<file path="config.mk">
export PLATFORM = sky130hd
export DESIGN_NAME = eth_tx_4way_dispatch
export DESIGN_NICKNAME = d
export VERILOG_FILES = /design/src/rtl/eth_tx_4way_dispatch.sv
export SDC_FILE = /design/constraint.sdc
export NUM_CORES = 1
export LEC_CHECK = 0
export CORE_AREA = 3 3 214 216
export CTS_BUF_LIST = sky130_fd_sc_hd__clkbuf_16
export CTS_CLUSTER_DIAMETER = 40
export DETAILED_ROUTE_END_ITERATION = 8
export DIE_AREA = 0 0 217 219
export GPL_TIMING_DRIVEN = 0
export PLACE_DENSITY = 0.46
export SYNTH_ARGS = -nofsm -noshare
export SYNTH_HDL_FRONTEND = slang
export SYNTH_SLANG_ARGS = --single-unit
</file>
<file path="constraint.sdc">
create_clock -name i_clk -period 1.7 [get_ports i_clk]
set_input_delay 0.255 -clock i_clk [delete_from_list [all_inputs] [get_ports i_clk]]
set_output_delay 0.255 -clock i_clk [all_outputs]
set_load 0.005 [all_outputs]
</file>
<file path="src/rtl/eth_tx_4way_dispatch.sv">
// Steers whole packets from one input stream to one of four output streams, or drops them.
// Define ETH_TX_DISPATCH_STATS_EN to build the per-channel and drop packet counters.
module eth_tx_4way_dispatch #(
    parameter int unsigned CNT_WIDTH   = 32,
    parameter int unsigned DATA_WIDTH  = 64,
    parameter int unsigned MOD_WIDTH   = 3,
    parameter int unsigned FLAGS_WIDTH = 4,
    localparam int unsigned NUM_STREAMS = 4
) (
    input  logic                              i_clk,
    input  logic                              i_reset_n,
    input  logic [2:0]                        i_sel,
    input  logic [NUM_STREAMS-1:0]            i_active_ch,
    // input stream
    input  logic                              i_in_valid,
    input  logic [DATA_WIDTH-1:0]             i_in_data,
    input  logic                              i_in_sop,
    input  logic                              i_in_eop,
    input  logic [MOD_WIDTH-1:0]              i_in_mod,
    input  logic [FLAGS_WIDTH-1:0]            i_in_flags,
    output logic                              o_in_ready,
    // output streams, channel n occupies slice n of each vector
    output logic [NUM_STREAMS-1:0]            o_out_valid,
    output logic [NUM_STREAMS*DATA_WIDTH-1:0] o_out_data,
    output logic [NUM_STREAMS-1:0]            o_out_sop,
    output logic [NUM_STREAMS-1:0]            o_out_eop,
    output logic [NUM_STREAMS*MOD_WIDTH-1:0]  o_out_mod,
    output logic [NUM_STREAMS*FLAGS_WIDTH-1:0] o_out_flags,
    input  logic [NUM_STREAMS-1:0]            i_out_ready,
    // status
    output logic [NUM_STREAMS-1:0]            o_active_ch,
    output logic                              o_frame_start,
    output logic                              o_sop_err,
    output logic [NUM_STREAMS*CNT_WIDTH-1:0]  o_pkt_cnt,
    output logic [CNT_WIDTH-1:0]              o_drop_cnt
);

    localparam logic [1:0] SW_IDLE  = 2'd0;
    localparam logic [1:0] SW_FRAME = 2'd1;
    localparam logic [1:0] SW_DROP  = 2'd2;

    logic [1:0]             state_q, state_d;
    logic [1:0]             dest_q, dest_d;
    logic [NUM_STREAMS-1:0] active_ch_q, active_ch_d;
    logic                   frame_start_q, frame_start_d;
    logic                   sop_err_q, sop_err_d;
    logic [NUM_STREAMS-1:0] valid_c;
    logic                   ready_c;

    always_comb begin
        state_d       = state_q;
        dest_d        = dest_q;
        active_ch_d   = active_ch_q;
        frame_start_d = 1'b0;
        sop_err_d     = 1'b0;
        valid_c       = '0;
        ready_c       = 1'b0;
        case (state_q)
            SW_IDLE: begin
                // SOP beats are only looked at here; they are consumed in FRAME/DROP.
                if (i_in_valid && !i_in_sop) begin
                    ready_c   = 1'b1;
                    sop_err_d = 1'b1;
                end else if (i_in_valid && i_sel[2]) begin
                    state_d = SW_DROP;
                end else if (i_in_valid && !i_active_ch[i_sel[1:0]]) begin
                    dest_d        = i_sel[1:0];
                    active_ch_d   = NUM_STREAMS'(1) << i_sel[1:0];
                    frame_start_d = 1'b1;
                    state_d       = SW_FRAME;
                end
            end
            SW_FRAME: begin
                valid_c[dest_q] = i_in_valid;
                ready_c         = i_out_ready[dest_q];
                if (i_in_valid && ready_c && i_in_eop) begin
                    state_d     = SW_IDLE;
                    active_ch_d = '0;
                end
            end
            SW_DROP: begin
                ready_c = 1'b1;
                if (i_in_valid && i_in_eop) begin
                    state_d = SW_IDLE;
                end
            end
            default: begin
                state_d     = SW_IDLE;
                active_ch_d = '0;
            end
        endcase
    end

    always_ff @(posedge i_clk) begin
        if (!i_reset_n) begin
            state_q       <= SW_IDLE;
            dest_q        <= 2'd0;
            active_ch_q   <= '0;
            frame_start_q <= 1'b0;
            sop_err_q     <= 1'b0;
        end else begin
            state_q       <= state_d;
            dest_q        <= dest_d;
            active_ch_q   <= active_ch_d;
            frame_start_q <= frame_start_d;
            sop_err_q     <= sop_err_d;
        end
    end

    // Handshakes are forced low combinationally while reset is held.
    assign o_in_ready    = ready_c & i_reset_n;
    assign o_out_valid   = valid_c & {NUM_STREAMS{i_reset_n}};
    assign o_out_data    = {NUM_STREAMS{i_in_data}};
    assign o_out_sop     = {NUM_STREAMS{i_in_sop}};
    assign o_out_eop     = {NUM_STREAMS{i_in_eop}};
    assign o_out_mod     = {NUM_STREAMS{i_in_mod}};
    assign o_out_flags   = {NUM_STREAMS{i_in_flags}};
    assign o_active_ch   = active_ch_q;
    assign o_frame_start = frame_start_q;
    assign o_sop_err     = sop_err_q;

`ifdef ETH_TX_DISPATCH_STATS_EN
    logic [NUM_STREAMS-1:0][CNT_WIDTH-1:0] pkt_cnt_q, pkt_cnt_d;
    logic [CNT_WIDTH-1:0]                  drop_cnt_q, drop_cnt_d;
    logic                                  eop_fwd, eop_drop;

    assign eop_fwd  = (state_q == SW_FRAME) && i_in_valid && o_in_ready && i_in_eop;
    assign eop_drop = (state_q == SW_DROP) && i_in_valid && o_in_ready && i_in_eop;

    always_comb begin
        pkt_cnt_d  = pkt_cnt_q;
        drop_cnt_d = drop_cnt_q;
        if (eop_fwd) begin
            pkt_cnt_d[dest_q] = pkt_cnt_q[dest_q] + 1'b1;
        end
        if (eop_drop) begin
            drop_cnt_d = drop_cnt_q + 1'b1;
        end
    end

    always_ff @(posedge i_clk) begin
        if (!i_reset_n) begin
            pkt_cnt_q  <= '0;
            drop_cnt_q <= '0;
        end else begin
            pkt_cnt_q  <= pkt_cnt_d;
            drop_cnt_q <= drop_cnt_d;
        end
    end

    assign o_pkt_cnt  = pkt_cnt_q;
    assign o_drop_cnt = drop_cnt_q;
`else
    assign o_pkt_cnt  = '0;
    assign o_drop_cnt = '0;
`endif

endmodule

</file>
==> summary.md, run 1 <==
| Metric | Value |
|---|---|
| Pre-Repair DR Iteration Count | `3` |
| Critical path fanouts, max | `2` |
| Clock-pin slew on the worst setup and hold paths | `0.04 ns` |
| Setup slack after layout | `-0.02982 ns` |
| CP Data Required Time | `about 1.4 ns` |
| Commonest cells after routing, fill and taps aside | `455 x buf_4, 300 x clkdlybuf4s50_1, 160 x conb_1` |
| Reg2reg start | `dest_q[0]$_SDFFE_PN0P_` |
| Vias per cell | `~2.3` |
| Syn Inst Count | `~510` |
| CP Class | `input pin to output port` |
| Worst R2R End | `o_active_ch[2]$_SDFFE_PN0P_` |
| CTS tree | `done` |
| Max Slew Vio Count | `0` |
| Fmax | `between 500 and 600 MHz` |
| Vias | `3726` |
| Final worst path period share | `1.018` |
| Worst Clk Skew | `approximately 0.0021 ns` |
| Setup-failing EPs final | `1` |
| Fillcell total | `between 4000 and 5000` |
| FF+latch count, synth | `10` |
| R2R depth | `4` |
| Residual DRC count | `0` |
| R2R Setup Slk | `around 0.05 ns` |
| Synth Cell Area | `just under 4000 µm²` |
| Multi-input gate area | `about 920 µm²` |
| CP endpoint kind | `output port` |
| Boundary pin count | `550` |
| TNS Setup | `-0.02982 ns` |
| All-Layer GR Usage | `0.05014` |
| Placed cell count | `1580` |
| Initial antenna violation count | `0` |
| Die W | `217 µm` |
| Largest net degree at the start of global routing | `11` |
| Port Buf Inserts | `roughly 320` |
| Yosys cell types | `26` |
| Tightest Hold Check Type | `input pin to register` |
| VDD IR-drop max | `approximately 0.24 mV` |
| Num rows | `77` |
| Diodes inserted | `0` |
| Die area | `47520 µm²` |
| Detailed Route Iter0 Violations | `38` |
| H-tree Lvls | `1` |
| PwrDens | `approximately 290 nW/µm²` |
| CTS buffer count | `3` |
| Failing checks | `setup timing` |
| Initial Util | `0.08895` |
| Leakage | `4.345 nW` |
| Power, Total | `2.438 mW` |
| Commonest non-fill, non-tap cell in the layout | `buf_4` |
| Grt total ovfl | `0` |
| Area Overhead vs Synth | `117.7%` |
| Share of layout cells above drive strength 1 | `0.4784` |
| RSZ-0062 raised after global routing | `true` |
| Clk_lat worst skew | `between 0.2 and 0.25 ns` |
| WL final | `roughly 14 mm` |
| Number of max-cap violations | `0` |
| Sequential Area | `between 200 and 250 µm²` |
| Min-Delay Path Depth | `3` |
| Endpoint, Worst Hold | `dest_q[0]$_SDFFE_PN0P_` |
| Crit path DAT | `approximately 1.5 ns` |
| Hold path startpoint | `i_sel[0]` |
| Area of the core | `44120 µm²` |
| Min Hold Slack | `0.2847 ns` |
| CTS Root Cell | `clkbuf_16` |
| Detail Route Antenna Nets | `0` |
| Bufs on Longest Clock Path | `2` |
| Vias in the first global route | `between 3000 and 4000` |
| Final Critical Period | `~1.7 ns` |
| Routability congestion estimate | `~0.7` |
| Outcome | `complete, but fails checks` |
| Die height | `~220 µm` |
| Sequential area share after synthesis | `0.05100` |
| Layout Cells excl Fill | `1587` |
| Hpwl dp | `13.57 mm` |
| CP startpoint kind | `input pin` |
| Post-layout net count | `approximately 1100` |
| Warnings from Yosys | `0` |
| Syn avg cell area | `~7.7 µm²` |
| Num Clock Sinks | `10` |
| Final hold vios | `0` |
| First-pass GRT wire length | `between 15 and 20 mm` |
| Average wire per standard cell | `9.004 µm` |
sequential cells by signal, summed over array words and instances (netlist names):
name / cells
o_sop_err: 1
state_q: 2
o_active_ch: 4
o_frame_start: 1
dest_q: 2
worst max path at each step:
stage / from / end / slack, ns / cells after the start
floorplan: dest_q[0]$_SDFFE_PN0P_ / o_active_ch[0]$_SDFFE_PN0P_ / 0.05 / 4
global placement: i_sel[0] / dest_q[0]$_SDFFE_PN0P_ / -0.84 / 5
detailed placement: i_sel[0] / dest_q[0]$_SDFFE_PN0P_ / -0.87 / 5
CTS: dest_q[0]$_SDFFE_PN0P_ / o_active_ch[2]$_SDFFE_PN0P_ / -0.12 / 4
global route: dest_q[0]$_SDFFE_PN0P_ / o_in_ready / -0.07 / 4
finish: i_out_ready[2] / o_in_ready / -0.03 / 5
final cells by class:
cell class / count / share of cell area
plain buffers: 453 / 0.3977
repair buffers: 321 / 0.3725
multi-input cells: 203 / 0.1081
well taps: 592 / 0.08668
flip-flops and latches: 10 / 0.02416
clock buffers: 3 / 0.008785
inverters: 4 / 0.001757
clock inverters: 1 / 0.0004392
kinds of logic (layout without fill, tap and decap cells):
family,Yosys count,in the layout,share of synthesized area
AOI/OAI and AO/OA,7,7,0.01434
muxes,8,8,0.02678
buffers and inverters,457,782,0.8693
DFF,10,10,0.05100
other,1,160,0.0009554
and+or+nand+nor,28,28,0.03762
cell usage after synthesis (all sizes together):
| cell type | count | area [µm²] |
|---|---|---|
| nor3 | 4 | 20.02 |
| and2 | 2 | 12.51 |
| dfxtp | 10 | 200.2 |
| a311oi | 1 | 8.760 |
| or3 | 1 | 7.510 |
| inv | 4 | 15.01 |
| nand2 | 11 | 41.29 |
| nand2b | 1 | 6.260 |
| a21oi | 1 | 5.000 |
| mux4 | 2 | 45.04 |
| clkbuf | 1 | 3.750 |
| a31oi | 2 | 12.51 |
| nand3 | 1 | 5.000 |
| buf | 452 | 3393 |
| a21o | 1 | 15.01 |
| or3b | 1 | 8.760 |
| o21a | 1 | 7.510 |
| conb | 1 | 3.750 |
| or4 | 1 | 11.26 |
| and3 | 1 | 6.260 |
| nor2 | 3 | 13.77 |
| nor2b | 1 | 6.260 |
| nand4b | 1 | 8.760 |
| mux2i | 6 | 60.06 |
| o31ai | 1 | 7.510 |
routing by layer:
metal,part of all wire,GRT usage,vias to the layer above,routed length [µm]
li1,-,-,1921,-
met1,0.29,0.04404,1524,4108
met2,0.59,0.1085,275,8363
met3,0.12,0.01675,6,1720
met4,0.0068,0.008698,0,97
met5,0,0,-,0
through the flow:
| stage | utilization | area, µm² | worst slack (ns) |
|---|---|---|---|
| after floorplan | - | 4522 | 0.04561 |
| after global placement | 0.1914 | 8446 | -0.8443 |
| after detailed placement | 0.1914 | 8446 | -0.8656 |
| after CTS | 0.1937 | 8547 | -0.1151 |
| after global routing | 0.1937 | 8546 | -0.07344 |
| final | 0.1937 | 8546 | -0.02982 |
critical path, cell delays in order:
cell and delay [ns]:
clkdlybuf4s50_1 0.39, mux4_2 0.53, nand2b_1 0.10, a21oi_1 0.06, buf_2 0.14
power by group:
part           switching, mW  internal (mW)  leakage, nW
logic                  0.474           1.29         4.22
registers            0.00847          0.242       0.0828
clock network          0.116          0.309       0.0385
repair_timing:
action	CTS	global route
pin swaps	4	2
setup buffers	3	0
resized for setup	39	8
endpoints found under the setup margin	21	13
hold buffers	0	0
Note: power is estimated with default switching activity, not from simulation.
==> run 2: changes to the inputs <==
CORE_AREA = 3 3 216 218   (was 3 3 214 216)
DIE_AREA = 0 0 219 221   (was 0 0 217 219)
PLACE_DENSITY = 0.44   (was 0.46)
clock period = 2.05 ns   (was 1.7 ns; I/O delays follow)
==> run 2 against run 1 <==
Net effect: the run now ends clean; utilization down 0.34 points; clock power is 19% lower; routed wire length decreased by 0.31%; register-to-register slack better by 0.17 ns; clock skew is 0.0011 ns lower; final area is 0.41% higher; critical path depth unchanged; final cell count rose by 0.50%; global-route usage up 0.13 points; critical endpoint unchanged; largest cell class unchanged; largest power group unchanged.
==> summary.md, run 2 (synthesis results as in run 1) <==
| Metric | Value |
|---|---|
| Sequential Area | `201.4 µm²` |
| Share of layout cells above drive strength 1 | `0.4744` |
| Fmax | `around 500 MHz` |
| Worst Clk Skew | `roughly 0.0010 ns` |
| Critical path fanouts, max | `2` |
| Min-Delay Path Depth | `2` |
| CP Launch Point | `i_out_ready[1]` |
| CTS tree | `done` |
| Leakage | `around 4.4 nW` |
| CTS buffer count | `3` |
| WL final | `14.24 mm` |
| CP startpoint kind | `input pin` |
| Routability congestion estimate | `0.6994` |
| Crit path max-delay family | `buffers and inverters` |
| Num Clock Sinks | `10` |
| PwrDens | `235.4 nW/µm²` |
| CTS Root Cell | `clkbuf_16` |
| Vias in the first global route | `between 3000 and 4000` |
| Worst R2R End | `o_active_ch[2]$_SDFFE_PN0P_` |
| Switching part of the total | `0.2421` |
| Number of max-cap violations | `0` |
| Fillcell total | `around 5000` |
| Clock power frac | `0.171` |
| Commonest cells after routing, fill and taps aside | `455 x buf_4, 310 x clkdlybuf4s50_1, 160 x conb_1` |
| Vias per cell | `between 2 and 2.5` |
| First-pass GRT wire length | `19.85 mm` |
| Tightest Hold Check Type | `register to register` |
| VDD IR-drop max | `roughly 0.19 mV` |
| Largest net degree at the start of global routing | `11` |
| Die height | `221 µm` |
| Clock-pin slew on the worst setup and hold paths | `roughly 0.04 ns` |
| Hold path startpoint | `o_active_ch[1]$_SDFFE_PN0P_` |
| Setup WS pre-CTS | `-0.5734 ns` |
| Reg2reg start | `dest_q[0]$_SDFFE_PN0P_` |
| Average wire per standard cell | `~9 µm` |
| Final hold vios | `0` |
| Outcome | `completed` |
| Commonest non-fill, non-tap cell in the layout | `buf_4` |
| Endpoint, Worst Hold | `o_active_ch[1]$_SDFFE_PN0P_` |
| Grt total ovfl | `0` |
| All-Layer GR Usage | `0.05142` |
| CP Class | `input pin to output port` |
| Clk_lat worst skew | `~0.24 ns` |
| Num rows | `78` |
| Initial antenna violation count | `0` |
| Hpwl dp | `around 14 mm` |
| Buffers & Inverters on Critical Path | `2` |
| Area of the core | `approximately 45000 µm²` |
| NetSw | `approximately 0.49 mW` |
| Initial Util | `0.08705` |
| Boundary pin count | `550` |
| Crit path DAT | `~1.7 ns` |
| Final Core Density | `0.1903` |
| Crit-path max cell delay | `~0.49 ns` |
| Hold Buf Count CTS | `0` |
| R2R depth | `5` |
| CP endpoint kind | `output port` |
| Area Overhead vs Synth | `118.6%` |
| Residual DRC count | `0` |
| Internal | `between 1.5 and 2 mW` |
| Highest-delay cell along the critical path | `mux4_2` |
| Die W | `about 220 µm` |
| Port Buf Inserts | `roughly 320` |
| Max Slew Vio Count | `0` |
| Final worst path period share | `0.9743` |
| CP Depth | `5` |
| Setup slack after layout | `approximately 0.053 ns` |
| Pre-Repair DR Iteration Count | `4` |
| Setup-failing EPs final | `0` |
| CP Data Required Time | `~1.7 ns` |
| Seq pwr share | `0.103` |
| Detail Route Antenna Nets | `0` |
| Crit path cell chain | `clkdlybuf4s50_1 -> mux4_2 -> nand2b_1 -> a21oi_1 -> dlygate4sd2_1` |
| Detailed Route Iter0 Violations | `49` |
| Diodes inserted | `0` |
| Comb power frac | `0.726` |
| Bufs on Longest Clock Path | `2` |
| Post-layout net count | `1083` |
| Vias | `about 3800` |
| RSZ-0062 raised after global routing | `false` |
| R2R Setup Slk | `0.22 ns` |
| H-tree Lvls | `1` |
| Final Critical Period | `approximately 2 ns` |
| Multi-input gate area | `about 930 µm²` |
| Max reg flops | `4` |
| Die area | `about 48000 µm²` |
[run 2: per-stage QoR]
stage	hold WS (ns)	instance area, µm²	cells	power, mW	TNS, ns
6_report	0.4601	8581	1595	2.020	0
5_1_grt	0.5011	8581	1595	2.143	0
4_1_cts	0.4684	8563	1595	2.031	0
3_5_place_dp	0.4629	8456	1588	1.677	-5.490
3_3_place_gp	0.4492	8456	1588	1.679	-5.258
2_1_floorplan	0.4463	4522	670	0.9926	0
[run 2: tightest hold or removal path: stages, from the launching register on]
cell and delay [ns]:
dfxtp_1 0.30, nand2_1 0.05, mux2i_1 0.06
[run 2: worst max path at each step]
stage	to	slack, ns
finish	o_in_ready	0.05
detailed placement	o_active_ch[2]$_SDFFE_PN0P_	-0.57
global placement	o_active_ch[2]$_SDFFE_PN0P_	-0.55
floorplan	o_active_ch[0]$_SDFFE_PN0P_	0.37
global route	o_in_ready	0.002
CTS	o_out_valid[3]	0.002
[run 2: layout make-up]
type | count | area share
sequential | 10 | 0.02348
buffer | 453 | 0.3960
tap | 600 | 0.08749
timing repair buffer | 321 | 0.3736
clock buffer | 3 | 0.008749
clock inverter | 1 | 0.0004374
multi-input combinational | 203 | 0.1085
inverter | 4 | 0.001750
[run 2: power groups by stage]
stage	registers [mW]	clock network, mW	logic (mW)
finish	0.208	0.346	1.47
global route	0.209	0.362	1.57
CTS	0.208	0.354	1.47
detailed placement	0.211	0	1.47
global placement	0.211	0	1.47
floorplan	0.210	0	0.783
[run 2: metal layers]
metal | routed length, µm | GRT usage | up-vias
met5 | 0 | 0 | -
met4 | 133 | 0.008990 | 0
met3 | 1751 | 0.01511 | 9
met2 | 8510 | 0.1183 | 284
met1 | 3850 | 0.03952 | 1538
li1 | - | - | 1920
[run 2: repair_timing]
| item | CTS | global route |
|---|---|---|
| gates resized for setup | 11 | 5 |
| setup buffers | 3 | 0 |
| pin swaps | 2 | 0 |
| setup endpoints to repair | 13 | 6 |
==> run 3: changes to the inputs <==
SETUP_SLACK_MARGIN = 0.3   (was not set)
==> run 3 against run 2 <==
Net effect: combinational power barely moved; highest routed layer unchanged; critical endpoint unchanged; maximum frequency up 13%; final cell count grew 0.44%; largest cell class unchanged; power rose by 0.20%; critical path depth down 1; clock-buffer cell count unchanged; via count is 0.75% higher.
==> summary.md, run 3 (synthesis results as in run 1) <==
| Metric | Value |
|---|---|
| Outcome | `completed` |
| Final hold vios | `0` |
| Final worst path period share | `0.8588` |
| Clk_lat worst skew | `0.24 ns` |
| Initial Util | `0.08705` |
| Reg2reg start | `dest_q[0]$_SDFFE_PN0P_` |
| Grt met1 use | `0.03926` |
| R2R Setup Slk | `0.31 ns` |
| Grt peak-use layer | `met2` |
| Commonest non-fill, non-tap cell in the layout | `buf_4` |
| Placed instance area | `8456 µm²` |
| Tightest Hold Check Type | `input pin to register` |
| Critical path fanouts, max | `4` |
| Min Hold Slack | `about 0.34 ns` |
| Vias in the first global route | `approximately 3600` |
| CP Class | `register to output port` |
| CP startpoint kind | `register` |
| Vias | `approximately 3800` |
| CTS Root Cell | `clkbuf_16` |
| Average wire per standard cell | `8.949 µm` |
| Largest net degree at the start of global routing | `11` |
| Met3 usage | `0.01524` |
| Grt total ovfl | `0` |
| TNS Setup | `0 ns` |
| Finished Cell Area | `8625 µm²` |
| Boundary pin count | `550` |
| Die area | `48400 µm²` |
| RSZ-0062 raised after global routing | `true` |
| Post-layout net count | `1089` |
| Hold path startpoint | `i_sel[0]` |
| Global-route track usage on met2 | `0.1189` |
| Clock-pin slew on the worst setup and hold paths | `0.04 ns` |
| First-pass GRT wire length | `19.87 mm` |
| Final Critical Period | `1.761 ns` |
| Worst R2R End | `o_active_ch[2]$_SDFFE_PN0P_` |
| Fillcell total | `between 5000 and 6000` |
| Routability congestion estimate | `between 0.6 and 0.7` |
| Initial antenna violation count | `0` |
| Max Slew Vio Count | `0` |
| Die height | `~220 µm` |
| Leakage | `about 4.4 nW` |
| Commonest cells after routing, fill and taps aside | `459 x buf_4, 299 x clkdlybuf4s50_1, 160 x conb_1` |
| Num Clock Sinks | `10` |
| Pre-Repair DR Iteration Count | `4` |
| Detail Route Antenna Nets | `0` |
| Max reg flops | `4` |
| All-Layer GR Usage | `0.05150` |
| Share of layout cells above drive strength 1 | `0.4905` |
| Port Buf Inserts | `318` |
| Number of max-cap violations | `0` |
| Bufs on Longest Clock Path | `2` |
| Endpoint, Worst Hold | `dest_q[0]$_SDFFE_PN0P_` |
| Vias per cell | `2.359` |
| Min-Delay Path Depth | `3` |
| R2R depth | `5` |
| Fmax | `between 500 and 600 MHz` |
| CP Data Required Time | `1.74 ns` |
| CTS tree | `done` |
| CTS buffer count | `3` |
| Hold Buf Count CTS | `0` |
| PwrDens | `approximately 230 nW/µm²` |
| Num rows | `78` |
| Worst Clk Skew | `roughly 0.0013 ns` |
| CP endpoint kind | `output port` |
| Setup-failing EPs final | `0` |
| Crit path DAT | `roughly 1.5 ns` |
| Area Overhead vs Synth | `119.7%` |
| Detailed Route Iter0 Violations | `30` |
| VDD IR-drop max | `0.1944 mV` |
| Residual DRC count | `0` |
| H-tree Lvls | `1` |
| WL final | `about 14 mm` |
| Hpwl dp | `~14 mm` |
| Die W | `between 200 and 250 µm` |
| Area of the core | `between 40000 and 50000 µm²` |
[run 3: cell types whose count changed in the layout (fill, tap and decap cells not counted), sizes merged, moves of 2 or more]
cell           change
clkbuf             +2
dlymetal6s2s       -2
clkdlybuf4s50     -11
buf               +15
[run 3: worst max path at each step]
| stage | from | endpoint | slack [ns] | cells past startpoint |
|---|---|---|---|---|
| after floorplan | i_sel[0] | o_active_ch[0]$_SDFFE_PN0P_ | 0.37 | 4 |
| after global placement | i_sel[0] | o_active_ch[2]$_SDFFE_PN0P_ | -0.55 | 5 |
| after detailed placement | i_sel[0] | o_active_ch[2]$_SDFFE_PN0P_ | -0.57 | 5 |
| after CTS | dest_q[0]$_SDFFE_PN0P_ | o_in_ready | 0.20 | 4 |
| after global routing | dest_q[0]$_SDFFE_PN0P_ | o_in_ready | 0.24 | 4 |
| final | dest_q[0]$_SDFFE_PN0P_ | o_in_ready | 0.29 | 4 |
[run 3: what timing repair did]
| action | 4_1_cts | 5_1_grt |
|---|---|---|
| setup endpoints to repair | 21 | 11 |
| endpoints found under the hold margin | 0 | 0 |
| buffers inserted | 5 | 4 |
| pin swaps | 6 | 1 |
| gates resized for setup | 64 | 7 |
[run 3: metal layers]
layer | part of all wire | wire length (µm)
met5 | 0 | 0
met4 | 0.0093 | 133
met3 | 0.12 | 1750
met2 | 0.60 | 8587
met1 | 0.27 | 3864
[run 3: cell type report]
cell class                 instances  area, µm²  share of cell area
antenna                            1      2.502           0.0002901
buffer                           453       3398              0.3940
clock buffer                       3      75.07            0.008704
clock inverter                     1      3.754           0.0004352
inverter                           4      15.01            0.001741
multi-input combinational        203      959.7              0.1113
sequential                        10      209.0             0.02423
tap                              600      750.7             0.08704
timing repair buffer             327       3211              0.3723
[run 3: per-stage QoR]
step / total power [mW] / setup WS [ns] / std cells / utilization
6_report: 2.024 / 0.2895 / 1602 / 0.1913
5_1_grt: 2.147 / 0.2428 / 1601 / 0.1912
4_1_cts: 2.030 / 0.2016 / 1597 / 0.1906
3_5_place_dp: 1.677 / -0.5734 / 1588 / 0.1875
3_3_place_gp: 1.679 / -0.5462 / 1588 / 0.1875
2_1_floorplan: 0.9926 / 0.3730 / 670 / -
[run 3: critical path, stage by stage (launching register included)]
cell	delay (ns)
dfxtp_4	0.38
mux4_2	0.54
nand2b_1	0.10
a21oi_1	0.07
clkbuf_2	0.13
[run 3: where the power goes]
| part | switching [mW] | total, mW | internal [mW] | leakage (nW) |
|---|---|---|---|---|
| Clock | 0.0920 | 0.348 | 0.256 | 0.0385 |
| Sequential | 0.00592 | 0.206 | 0.200 | 0.0831 |
| Combinational | 0.397 | 1.47 | 1.07 | 4.24 |
| Total | 0.495 | 2.02 | 1.53 | 4.36 |
